--- config.mk ---
export PLATFORM = sky130hd
export DESIGN_NAME = fio_boot_dump_ctrl
export DESIGN_NICKNAME = d
export VERILOG_FILES = /design/src/rtl/fio_pkg.sv /design/src/rtl/fio_skid2.sv /design/src/rtl/fio_boot_dump_ctrl.sv
export SDC_FILE = /design/constraint.sdc
export NUM_CORES = 1
export LEC_CHECK = 0
export BUFFER_PORTS_ARGS = -buffer_cell sky130_fd_sc_hd__buf_2
export CORE_AREA = 2 2 427 429
export DETAILED_ROUTE_END_ITERATION = 10
export DIE_AREA = 0 0 429 431
export PLACE_DENSITY = 0.46
export SLEW_MARGIN = 25
export SYNTH_ARGS = -nofsm -noshare
export SYNTH_HDL_FRONTEND = slang
export SYNTH_HIERARCHICAL = 1
export SYNTH_SLANG_ARGS = --single-unit
--- constraint.sdc ---
create_clock -name clk -period 3.44 [get_ports clk]
set_clock_uncertainty 0.15 [all_clocks]
set_input_delay 0.516 -clock clk [delete_from_list [all_inputs] [get_ports clk]]
set_output_delay 0.516 -clock clk [all_outputs]
set_load 0.01 [all_outputs]
--- src/rtl/fio_pkg.sv ---
// rtl/fio_pkg.sv - shared state encoding, error bits and sizing helpers for the boot/dump engine
package fio_pkg;

   localparam logic [2:0] S_IDLE  = 3'd0;
   localparam logic [2:0] S_LOAD  = 3'd1;
   localparam logic [2:0] S_CLEAR = 3'd2;
   localparam logic [2:0] S_RUN   = 3'd3;
   localparam logic [2:0] S_DUMP  = 3'd4;
   localparam logic [2:0] S_DONE  = 3'd5;

   typedef enum logic [2:0] {
      ST_IDLE  = S_IDLE,
      ST_LOAD  = S_LOAD,
      ST_CLEAR = S_CLEAR,
      ST_RUN   = S_RUN,
      ST_DUMP  = S_DUMP,
      ST_DONE  = S_DONE
   } fio_state_e;

   localparam int ERR_ORDER   = 0;
   localparam int ERR_TIMEOUT = 1;

   // Channel index width; a single channel still needs one select bit.
   function automatic int ch_width(input int n);
      return (n > 1) ? $clog2(n) : 1;
   endfunction

endpackage

--- src/rtl/fio_skid2.sv ---
// rtl/fio_skid2.sv - 2-entry read-return buffer with credit tracking for the dump stream
module fio_skid2 #(
   parameter int W = 8
) (
   input  logic         clk,
   input  logic         rst,
   input  logic         issue,
   input  logic         issue_last,
   output logic         can_issue,
   input  logic [W-1:0] rd_data,
   output logic [W-1:0] m_tdata,
   output logic         m_tlast,
   output logic         m_tvalid,
   input  logic         m_tready
);

   logic         inflight_q, inflight_d;
   logic         inflight_last_q, inflight_last_d;
   logic [W-1:0] ent_data_q [2];
   logic [W-1:0] ent_data_d [2];
   logic [1:0]   ent_last_q, ent_last_d;
   logic         rd_ptr_q, rd_ptr_d;
   logic         wr_ptr_q, wr_ptr_d;
   logic [1:0]   count_q, count_d;
   logic         pop;
   logic [2:0]   occ;

   // Capture returning read data, pop on handshake, and grant a read credit
   // counting the word that leaves this cycle so a held-high ready streams 1/cycle.
   always_comb begin
      m_tvalid        = (count_q != 2'd0);
      m_tdata         = ent_data_q[rd_ptr_q];
      m_tlast         = ent_last_q[rd_ptr_q];
      pop             = m_tvalid && m_tready;
      occ             = {1'b0, count_q} + {2'b0, inflight_q} - {2'b0, pop};
      can_issue       = (occ < 3'd2);
      inflight_d      = issue;
      inflight_last_d = issue && issue_last;
      ent_data_d      = ent_data_q;
      ent_last_d      = ent_last_q;
      wr_ptr_d        = wr_ptr_q;
      rd_ptr_d        = rd_ptr_q;
      if (inflight_q) begin
         ent_data_d[wr_ptr_q] = rd_data;
         ent_last_d[wr_ptr_q] = inflight_last_q;
         wr_ptr_d             = ~wr_ptr_q;
      end
      if (pop) begin
         rd_ptr_d = ~rd_ptr_q;
      end
      count_d = count_q + {1'b0, inflight_q} - {1'b0, pop};
   end

   // Buffer state registers.
   always_ff @(posedge clk or negedge rst) begin
      if (!rst) begin
         inflight_q      <= 1'b0;
         inflight_last_q <= 1'b0;
         ent_data_q[0]   <= '0;
         ent_data_q[1]   <= '0;
         ent_last_q      <= 2'b00;
         rd_ptr_q        <= 1'b0;
         wr_ptr_q        <= 1'b0;
         count_q         <= 2'd0;
      end else begin
         inflight_q      <= inflight_d;
         inflight_last_q <= inflight_last_d;
         ent_data_q      <= ent_data_d;
         ent_last_q      <= ent_last_d;
         rd_ptr_q        <= rd_ptr_d;
         wr_ptr_q        <= wr_ptr_d;
         count_q         <= count_d;
      end
   end

endmodule

--- src/rtl/fio_boot_dump_ctrl.sv ---
// rtl/fio_boot_dump_ctrl.sv - load images, run the task manager, dump a MEM row window
module fio_boot_dump_ctrl
   import fio_pkg::*;
#(
   parameter int          NUM_CH      = 4,
   parameter int          DATA_W      = 256,
   parameter int          ADDR_W      = 12,
   parameter int          DUMP_FIRST  = 1,
   parameter int          DUMP_LAST   = 16,
   parameter int unsigned RUN_TIMEOUT = 1000000,
   localparam int         CH_W        = ch_width(NUM_CH)
) (
   input  logic              clk,
   input  logic              rst,
   input  logic              ld_valid,
   output logic              ld_ready,
   input  logic [CH_W-1:0]   ld_ch,
   input  logic [DATA_W-1:0] ld_data,
   input  logic              ld_last,
   output logic [NUM_CH-1:0] wr_en,
   output logic [ADDR_W-1:0] wr_addr,
   output logic [DATA_W-1:0] wr_data,
   output logic              tm_clear,
   output logic              tm_start,
   input  logic              tm_finished,
   output logic [ADDR_W-1:0] rd_addr,
   input  logic [DATA_W-1:0] rd_data,
   output logic              dump_valid,
   input  logic              dump_ready,
   output logic [DATA_W-1:0] dump_data,
   output logic              dump_last,
   output logic [31:0]       run_cycles,
   output logic              busy,
   output logic              done,
   output logic [1:0]        err
);

   fio_state_e        state_q, state_d;
   logic              armed_q, armed_d;
   logic [CH_W-1:0]   prev_ch_q, prev_ch_d;
   logic [ADDR_W-1:0] addr_cnt_q [NUM_CH];
   logic [ADDR_W-1:0] addr_cnt_d [NUM_CH];
   logic [NUM_CH-1:0] wr_en_q, wr_en_d;
   logic [ADDR_W-1:0] wr_addr_q, wr_addr_d;
   logic [DATA_W-1:0] wr_data_q, wr_data_d;
   logic [1:0]        err_q, err_d;
   logic [31:0]       run_cycles_q, run_cycles_d;
   logic [ADDR_W-1:0] rd_addr_q, rd_addr_d;
   logic              issued_all_q, issued_all_d;
   logic              ld_accept;
   logic              ch_ok;
   logic              rd_issue;
   logic              rd_issue_last;
   logic              sk_can_issue;

   fio_skid2 #(
      .W (DATA_W)
   ) u_dump_buf (
      .clk        (clk),
      .rst        (rst),
      .issue      (rd_issue),
      .issue_last (rd_issue_last),
      .can_issue  (sk_can_issue),
      .rd_data    (rd_data),
      .m_tdata    (dump_data),
      .m_tlast    (dump_last),
      .m_tvalid   (dump_valid),
      .m_tready   (dump_ready)
   );

   assign wr_en      = wr_en_q;
   assign wr_addr    = wr_addr_q;
   assign wr_data    = wr_data_q;
   assign rd_addr    = rd_addr_q;
   assign run_cycles = run_cycles_q;
   assign err        = err_q;
   assign tm_clear   = (state_q == ST_CLEAR);
   assign tm_start   = (state_q == ST_RUN) || (state_q == ST_DUMP);
   assign busy       = (state_q != ST_IDLE) && (state_q != ST_DONE);
   assign done       = (state_q == ST_DONE);

   // Sequencing: load routing, clear pulse, run counting/timeout, dump read issue.
   always_comb begin
      state_d       = state_q;
      armed_d       = 1'b1;
      prev_ch_d     = prev_ch_q;
      addr_cnt_d    = addr_cnt_q;
      wr_en_d       = '0;
      wr_addr_d     = wr_addr_q;
      wr_data_d     = wr_data_q;
      err_d         = err_q;
      run_cycles_d  = run_cycles_q;
      rd_addr_d     = rd_addr_q;
      issued_all_d  = issued_all_q;
      rd_issue      = 1'b0;
      rd_issue_last = 1'b0;
      // ld_ready stays low while reset is held and for the first cycle after it.
      ld_ready      = armed_q && ((state_q == ST_IDLE) || (state_q == ST_LOAD));
      ld_accept     = ld_valid && ld_ready;
      ch_ok         = ({1'b0, ld_ch} < (CH_W + 1)'(NUM_CH)) && (ld_ch >= prev_ch_q);

      case (state_q)
         ST_IDLE, ST_LOAD: begin
            if (ld_accept) begin
               if (ch_ok) begin
                  for (int i = 0; i < NUM_CH; i++) begin
                     if (ld_ch == CH_W'(i)) begin
                        wr_en_d[i]    = 1'b1;
                        wr_addr_d     = addr_cnt_q[i];
                        addr_cnt_d[i] = addr_cnt_q[i] + ADDR_W'(1);
                     end
                  end
                  wr_data_d = ld_data;
                  prev_ch_d = ld_ch;
               end else begin
                  err_d[ERR_ORDER] = 1'b1;
               end
               state_d = ld_last ? ST_CLEAR : ST_LOAD;
            end
         end
         ST_CLEAR: begin
            state_d = ST_RUN;
         end
         ST_RUN: begin
            run_cycles_d = (run_cycles_q == 32'hFFFF_FFFF) ? run_cycles_q : run_cycles_q + 32'd1;
            // Finished wins over a coincident timeout.
            if (tm_finished) begin
               state_d      = ST_DUMP;
               rd_addr_d    = ADDR_W'(DUMP_FIRST);
               issued_all_d = 1'b0;
            end else if ((RUN_TIMEOUT != 0) && (run_cycles_d >= RUN_TIMEOUT)) begin
               err_d[ERR_TIMEOUT] = 1'b1;
               state_d            = ST_DUMP;
               rd_addr_d          = ADDR_W'(DUMP_FIRST);
               issued_all_d       = 1'b0;
            end
         end
         ST_DUMP: begin
            if (sk_can_issue && !issued_all_q) begin
               rd_issue      = 1'b1;
               rd_issue_last = (rd_addr_q == ADDR_W'(DUMP_LAST));
               if (rd_issue_last) begin
                  issued_all_d = 1'b1;
               end else begin
                  rd_addr_d = rd_addr_q + ADDR_W'(1);
               end
            end
            if (dump_valid && dump_ready && dump_last) begin
               state_d = ST_DONE;
            end
         end
         ST_DONE: begin
            state_d = ST_DONE;
         end
         default: begin
            state_d = ST_IDLE;
         end
      endcase
   end

   // Controller state registers; reset aborts to IDLE values at once.
   always_ff @(posedge clk or negedge rst) begin
      if (!rst) begin
         state_q      <= ST_IDLE;
         armed_q      <= 1'b0;
         prev_ch_q    <= '0;
         for (int i = 0; i < NUM_CH; i++) begin
            addr_cnt_q[i] <= '0;
         end
         wr_en_q      <= '0;
         wr_addr_q    <= '0;
         wr_data_q    <= '0;
         err_q        <= 2'b00;
         run_cycles_q <= 32'd0;
         rd_addr_q    <= '0;
         issued_all_q <= 1'b0;
      end else begin
         state_q      <= state_d;
         armed_q      <= armed_d;
         prev_ch_q    <= prev_ch_d;
         addr_cnt_q   <= addr_cnt_d;
         wr_en_q      <= wr_en_d;
         wr_addr_q    <= wr_addr_d;
         wr_data_q    <= wr_data_d;
         err_q        <= err_d;
         run_cycles_q <= run_cycles_d;
         rd_addr_q    <= rd_addr_d;
         issued_all_q <= issued_all_d;
      end
   end

endmodule

# [Word-level counts from Yosys, hierarchy flattened]
# Index checks and enable logic that the tools add are counted.
[word_totals] out_inout_bits=581 register_bits=893 wordCells=138 input_bits=520
[classes] order_cmp=9 mux=43 reduce_logical=30 addsub=10 eq_ne=17 n_bitwise=6
[op_table] operator="two-way mux 256 bit" count=4
[op_table] operator="bitwise mux 512 bit" count=1
[op_table] operator="demux 256 bit (select 1 bit)" count=1
[op_table] operator="two-way mux 12 bit" count=8
[op_table] operator="adder 12 x 1 -> 12 bit, second input constant" count=5
[op_table] operator="adder 32 x 1 -> 32 bit, second input constant" count=1
[op_table] operator="== test 32 bit, second input constant" count=1
[op_table] operator="greater-or-equal comparator 32 x 20 -> 1 bit, second input constant" count=1
[op_table] operator="two-way mux 32 bit" count=1
[op_table] operator="AND reduction 4 bit" count=7
[op_table] operator="case mux 12 bit (2 select lines)" count=1
[op_table] operator="two-way mux 1 bit" count=15
[op_table] operator="case mux 3 bit (5 select lines)" count=1
[op_table] operator="== test 12 x 5 -> 1 bit, second input constant" count=1
[op_table] operator="two-way mux 3 bit" count=4
[op_table] operator="two-way mux 4 bit" count=3
[op_table] operator="AND reduction 3 bit" count=4
[op_table] operator="logical AND 1 bit" count=9
[op_table] operator="== test 3 x 2 -> 1 bit, second input constant" count=2
[op_table] operator="== test 3 bit, second input constant" count=2
[op_table] operator="inequality test 2 x 1 -> 1 bit, second input constant" count=3
[op_table] operator="== test 2 bit, second input constant" count=2
[op_table] operator="greater-or-equal comparator 2 bit, second input constant" count=2
[op_table] operator="< comparator 1 x 2 -> 1 bit, second input constant" count=2
[op_table] operator="other kinds (27)" count=34

# [Depth between registers and ports, before layout]
[logic_depth] depth_word=8 depth_mapped=14 ltp_nobuf=14

# [Hierarchy]
# Netlist, hierarchy kept.
[modules_own_cells] module="fio_skid2" cells_each=1393 instances=1 area_each_um2=23208.5 seq_area_each_um2=13012.5
[modules_own_cells] module="fio_boot_dump_ctrl" cells_each=1710 instances=1 area_each_um2=15894.0 seq_area_each_um2=9334.0

# [Least setup slack after synthesis]
# OpenSTA, ideal clock, no wires.
[synth_timing] path_type="reg2reg" from="register run_cycles_q[0] (netlist: run_cycles[0])" to="register rd_addr_q[2] (netlist: rd_addr[2])" slack_ps=195 arrival_time_ps=3014 t_required_ps=3209 setup_time_ps=81 path_buffers=2 stages_incl_launch_ff=13 period_less_slack_ps=3245 path_cell_list="dfrtp_1 -> ha_1 -> and3_1 -> clkbuf_1 -> nand2_1 -> o41ai_4 -> xnor2_1 -> or4_4 -> a32oi_4 -> o311ai_4 -> and2_4 -> buf_12 -> a31oi_4"
[synth_between] elab_chain_len=5 word_cells_on_any_way=6 cone_classes="1 x add/sub; 1 x order compare; 2 x eq/ne; 1 x mux; 1 x reduce/logical"
[synth_rtl] item="start, declared" line="fio_boot_dump_ctrl.sv:47" source="logic [31:0] run_cycles_q, run_cycles_d;"
[synth_rtl] item="start signal, assigned" line="fio_boot_dump_ctrl.sv:186" source="run_cycles_q <= run_cycles_d;"
[synth_rtl] item="adder 32 x 1 -> 32 bit or == test 32 bit (tied branches)" line="fio_boot_dump_ctrl.sv:125" source="run_cycles_d = (run_cycles_q == 32'hFFFF_FFFF) ? run_cycles_q : run_cycles_q + 32'd1;"
[synth_rtl] item="two-way mux 32 bit *" line="fio_boot_dump_ctrl.sv:125"
[synth_rtl] item="greater-or-equal comparator 32 x 20 -> 1 bit *" line="fio_boot_dump_ctrl.sv:131" source="end else if ((RUN_TIMEOUT != 0) && (run_cycles_d >= RUN_TIMEOUT)) begin"
[synth_rtl] item="inequality test 3 x 2 -> 1 bit (no line) *"
[synth_rtl] item="AND reduction 4 bit (no line) *"
[synth_rtl] item="end signal, assigned" line="fio_boot_dump_ctrl.sv:187" source="rd_addr_q <= rd_addr_d;"
[synth_rtl] item="end, declared" line="fio_boot_dump_ctrl.sv:48" source="logic [ADDR_W-1:0] rd_addr_q, rd_addr_d;"
# Every way passes the cells marked *; elsewhere a longest branch is shown, timed or not.
# A chain may end at the register's enable or synchronous reset.

# [Final worst setup path]
[layout_timing] from="register u_dump_buf.rd_ptr_q" to="output dump_data[165]"
[layout_between] elab_chain_len=4
[layout_rtl] item="start, declared" line="fio_skid2.sv:22" source="logic rd_ptr_q, rd_ptr_d;"
[layout_rtl] item="start signal, assigned" line="fio_skid2.sv:70" source="rd_ptr_q <= rd_ptr_d;"
[layout_rtl] item="inverter 1 -> 2 bit (not written as such)" line="fio_skid2.sv:32" source="m_tdata = ent_data_q[rd_ptr_q];"
[layout_rtl] item="two-way mux 256 bit (not written as such) (3 in series)" line="fio_skid2.sv:32"
[layout_rtl] item="end, declared" line="fio_boot_dump_ctrl.sv:30" source="output logic [DATA_W-1:0] dump_data,"
# No other way between the ends. The select of a mux whose other input is x is not followed.

==> impl.org <==
** Yosys
- Number of synthesized flops with an enable pin :: 0
- The cell count after synthesis came out at 3,103.
- The number of nets handed over by synthesis was 3,635.
- After synthesis the netlist holds a flip-flop and latch count of 893.
- Summed over its instances, the top area cell type makes up 57.1% of the synthesized netlist area.
- By area the synthesized netlist is led by sky130_fd_sc_hd__dfrtp_1 57%, sky130_fd_sc_hd__mux2_2 16%, sky130_fd_sc_hd__nand2_1 8.3%.
- Among all flip-flop cells after synthesis, the most frequent one is sky130_fd_sc_hd__dfrtp_1.
- Post-synthesis instance area :: 39,100 µm²
- Sequential-to-total area share from yosys stat :: 57.1%
- Of all cell types, the one taking the most synthesized area is sky130_fd_sc_hd__dfrtp_1.
- For this run, asynchronously set or reset flops after synthesis account for 100%.
- Counting distinct cell types in the post-synthesis netlist gives 64.
- After synthesis, the mean cell area works out to 12.6 µm².
- The Yosys step of the flow raised 6 warnings.

** Worst setup path
- The worst register-to-register path has a depth of 10.
- The critical path goes through buf_4, mux2_2, buf_2.
- The cell family contributing the most delay on the critical path is flip-flops.
- Buffering stage count on the worst path with inverters included :: 2
- The slowest stage of the critical path belongs to the cell sky130_fd_sc_hd__dfrtp_4.
- Data required, critical path :: 2770 ps
- The worst register-to-register path begins at run_cycles[10].
- CP Data Arrival Time :: 2570 ps
- The worst setup path is of the flip-flop to output pin kind.
- Setup slack on the worst reg-to-reg path comes out at 210 ps.
- Along the worst path, the maximum fanout reaches 26.
- The largest single stage delay on the critical path is 760 ps.
- The worst setup path is launched from a flip-flop.
- The endpoint identified for the worst register-to-register timing path is rd_addr[5].
- The worst setup path is captured at an output pin.

** Clocking
- Counting every sink on the clock net gives 893.
- The number of clock buffers added by TritonCTS is 109.
- Clock tree from TritonCTS :: yes
- Buffer cell driving the clock tree root :: sky130_fd_sc_hd__clkbuf_16
- CTS clock-pin slew for the worst setup and hold paths :: 60 ps
- In this run the number of H-tree levels came out at 3.
- Clock latency on the worst-skew pair, taken at its later pin, is 740 ps.
- Clock Path Buffers :: 3

** STA
- Setup TNS :: 0 ps
- For the pin with the worst max-slew slack, the measured transition is 1070 ps.
- Max transition margin :: 28.5%
- Setup violations remaining at the end of the flow were counted as 0.
- On the final layout, the worst hold slack is 35.1 ps.
- Based on the critical path, the design can be clocked at up to 309 MHz.
- Of the available clock period, the critical path in the final layout requires 94.2%.
- Final Hold Violating Endpoints :: 0
- RSZ-0062 raised after global routing :: no
- Slew Viols, Final :: 0
- Time the final worst path needs with I/O delays and setup :: 3240 ps

** Pwr
- VDD sags by at most 0.515 mV.
- The analysis attributes to cell leakage a power of 28.2 nW.
- Power per Cell Area :: 771 nW/µm²

** Routing
- Drt pass-1 iters :: 5
- Number of DRC violations after detailed-routing iteration 0 :: 1,535
- Average wire per cell in the routed design :: 23.0 µm
- In the routed layout, each cell is associated on average with a via count of 4.17.
- Number of remaining DRC errors :: 0
- Once detail routing completed, the nets flagged for antenna violations numbered 0.
- Detailed Route WL :: 167,000 µm
- The final route contains 30,200 vias.

** Placed design
- In this run, placement finished with an instance count of 6,516.
- Final HPWL from detailed placement :: 128,000 µm
- RePlAce Congestion :: 0.918
- In this run the cell area measured after placement is 47,900 µm².
- In this run the tool buffered the top-level ports with 1,100 buffer cells.

** Global route
- Tot GR Track Use :: 17.5%
- Number of antenna violations at the first check in global routing :: 33
- Number of global-route vias before repair :: 31,900
- Overflow left after global routing :: 0
- Largest net degree at the start of global routing :: 174
- First-pass GRT wire length :: 236,000 µm
- Global routing used 21.0% of the available met1 tracks.
- Met2 track demand over resource :: 29.0%
- Most crowded layer after global routing :: met2
- For this run, global-route usage on met3 was measured as 5.47%.

** Outcome
- Run status :: finished clean

** Floorplan
- Measured along the y axis, the die boundary spans 431 µm.
- X dimension of the die :: 429 µm
- The floorplan step defined a die boundary enclosing 185,000 µm².
- Total I/O pin count :: 1,101
- Row count :: 156
- Area inside the core boundary :: 180,000 µm²
- Initial Utilization :: 21.7%

** Cells and area
- The area growth from synthesis to layout is 45.5%.
- The multi-input combinational cells in the finished layout cover a total of 15,700 µm².
- Leading cell type in the layout, fill and taps excluded :: sky130_fd_sc_hd__buf_2
- In the layout the commonest cells are 1,099 x sky130_fd_sc_hd__buf_2, 892 x sky130_fd_sc_hd__dfrtp_1, 861 x sky130_fd_sc_hd__nand2_1, 555 x sky130_fd_sc_hd__mux2_2, 515 x sky130_fd_sc_hd__dlygate4sd3_1.
- At the end of the flow, the number of nets in the layout was 5,306.
- Non-filler cells in the finished layout :: 7,248
- The finished cells cover 56,900 µm².
- Reg area :: 22,400 µm²
- Counting the fill cells in the layout gives 18,300.
- Layout cells sized above 1 :: 45.3%

** Hold path
- The worst hold path terminates at wr_data[67].
- Worst Min Path Start :: ld_data[67]
- Tightest Hold Check Type :: input pin to flip-flop
- Instance count along the most critical hold path :: 3

** Job
- Number of maximum-capacitance violations :: 0
==> routing by layer <==
metal | wire [µm] | up-vias
li1 | - | 13800
met1 | 67300 | 15200
met2 | 81200 | 935
met3 | 11700 | 239
met4 | 6830 | 10
met5 | 69 | -
==> power by group <==
group	total, mW	switching [mW]	internal [mW]
registers	15.4	1.65	13.7
logic	16.3	7.42	8.90
clock network	12.2	4.90	7.31
total	43.9	14.0	29.9
==> cells in the mapped netlist (4+ instances only) <==
| cell | count |
|---|---|
| sky130_fd_sc_hd__nand3_1 | 24 |
| sky130_fd_sc_hd__a31oi_4 | 7 |
| sky130_fd_sc_hd__clkbuf_1 | 79 |
| sky130_fd_sc_hd__o21ai_0 | 13 |
| sky130_fd_sc_hd__dfrtp_1 | 893 |
| sky130_fd_sc_hd__xnor2_1 | 57 |
| sky130_fd_sc_hd__a21oi_1 | 16 |
| sky130_fd_sc_hd__a31oi_1 | 6 |
| sky130_fd_sc_hd__mux2_4 | 200 |
| sky130_fd_sc_hd__nand2_1 | 863 |
| sky130_fd_sc_hd__nand4_1 | 30 |
| sky130_fd_sc_hd__mux2_1 | 21 |
| sky130_fd_sc_hd__ha_1 | 11 |
| sky130_fd_sc_hd__nand2b_1 | 7 |
| sky130_fd_sc_hd__buf_6 | 14 |
| sky130_fd_sc_hd__inv_1 | 20 |
| sky130_fd_sc_hd__o21a_1 | 4 |
| sky130_fd_sc_hd__and2_1 | 8 |
| sky130_fd_sc_hd__buf_8 | 11 |
| sky130_fd_sc_hd__buf_2 | 67 |
| sky130_fd_sc_hd__mux4_2 | 12 |
| sky130_fd_sc_hd__and4_1 | 9 |
| sky130_fd_sc_hd__and3_1 | 17 |
| sky130_fd_sc_hd__nor2_1 | 45 |
| sky130_fd_sc_hd__nor3b_1 | 5 |
| sky130_fd_sc_hd__nor3_1 | 15 |
| sky130_fd_sc_hd__nor4_1 | 8 |
| sky130_fd_sc_hd__xor2_1 | 34 |
| sky130_fd_sc_hd__mux2_2 | 555 |
==> logic make-up after synthesis <==
| kind of cell | count (synthesis) | synth area share [%] |
|---|---|---|
| simple gates | 1050 | 11.0 |
| flops | 893 | 57.1 |
| mux | 790 | 25.0 |
| buf+inv | 195 | 2.76 |
| xor+xnor | 91 | 2.04 |
| compound gates | 71 | 1.59 |
| fa+ha+maj | 12 | 0.403 |
| other cells | 1 | 0.00959 |
==> cell type report <==
| cell class | count | share of cell area, % |
|---|---|---|
| Inverter | 20 | 0.132 |
| Multi-Input combinational cell | 2016 | 27.7 |
| Antenna cell | 16 | 0.0704 |
| Timing Repair Buffer | 1734 | 21.0 |
| Clock inverter | 43 | 1.00 |
| Clock buffer | 156 | 5.65 |
| Tap cell | 2370 | 5.21 |
| Sequential cell | 893 | 39.3 |
==> worst max-delay path by stage <==
stage               depth (start not counted)                start        endpoint  slack [ps]
finish                                      3  u_dump_buf/rd_ptr_q  dump_data[165]         200
global route                               10        run_cycles[9]      rd_addr[9]          50
CTS                                        10        run_cycles[1]      rd_addr[5]          60
detailed placement                         10        run_cycles[1]      rd_addr[2]          70
global placement                           10        run_cycles[1]      rd_addr[6]         130
floorplan                                  12        run_cycles[0]      rd_addr[2]         190
==> worst register-to-register path, cell delays in order (launching register included) <==
cell	delay [ps]
sky130_fd_sc_hd__dfrtp_1	340
sky130_fd_sc_hd__and4_1	380
sky130_fd_sc_hd__nand4_1	320
sky130_fd_sc_hd__buf_4	260
sky130_fd_sc_hd__nor4_1	290
sky130_fd_sc_hd__xnor2_1	190
sky130_fd_sc_hd__o211ai_1	140
sky130_fd_sc_hd__nor4_2	400
sky130_fd_sc_hd__o311ai_4	250
sky130_fd_sc_hd__and2_4	270
sky130_fd_sc_hd__a31oi_4	160
==> state kept, by name, summed over array words and instances (netlist names), 2 cells and up <==
signal                 cells
err                        2
u_dump_buf/ent_last_q      2
addr_cnt_q                48
wr_data                  256
prev_ch_q                  2
wr_en                      4
wr_addr                   12
run_cycles                32
u_dump_buf/count_q         2
rd_addr                   12
u_dump_buf/ent_data_q    512
state_q                    3
==> per-stage QoR <==
stage | setup slack, ps | util, % | power, mW
2_1_floorplan | 195 | - | 25.4
3_3_place_gp | 133 | 26.6 | 31.3
3_5_place_dp | 69.7 | 26.6 | 31.5
4_1_cts | 60.4 | 31.5 | 44.6
5_1_grt | 52.0 | 31.6 | 46.1
6_report | 201 | 31.6 | 43.9
==> what timing repair did <==
action                                  4_1_cts  5_1_grt
buffers inserted                              0        1
hold buffers                                515        0
endpoints found under the setup margin        0       11
resized for setup                             0        7
endpoints found under the hold margin       812        0
Power figures use the tool's default switching activity.
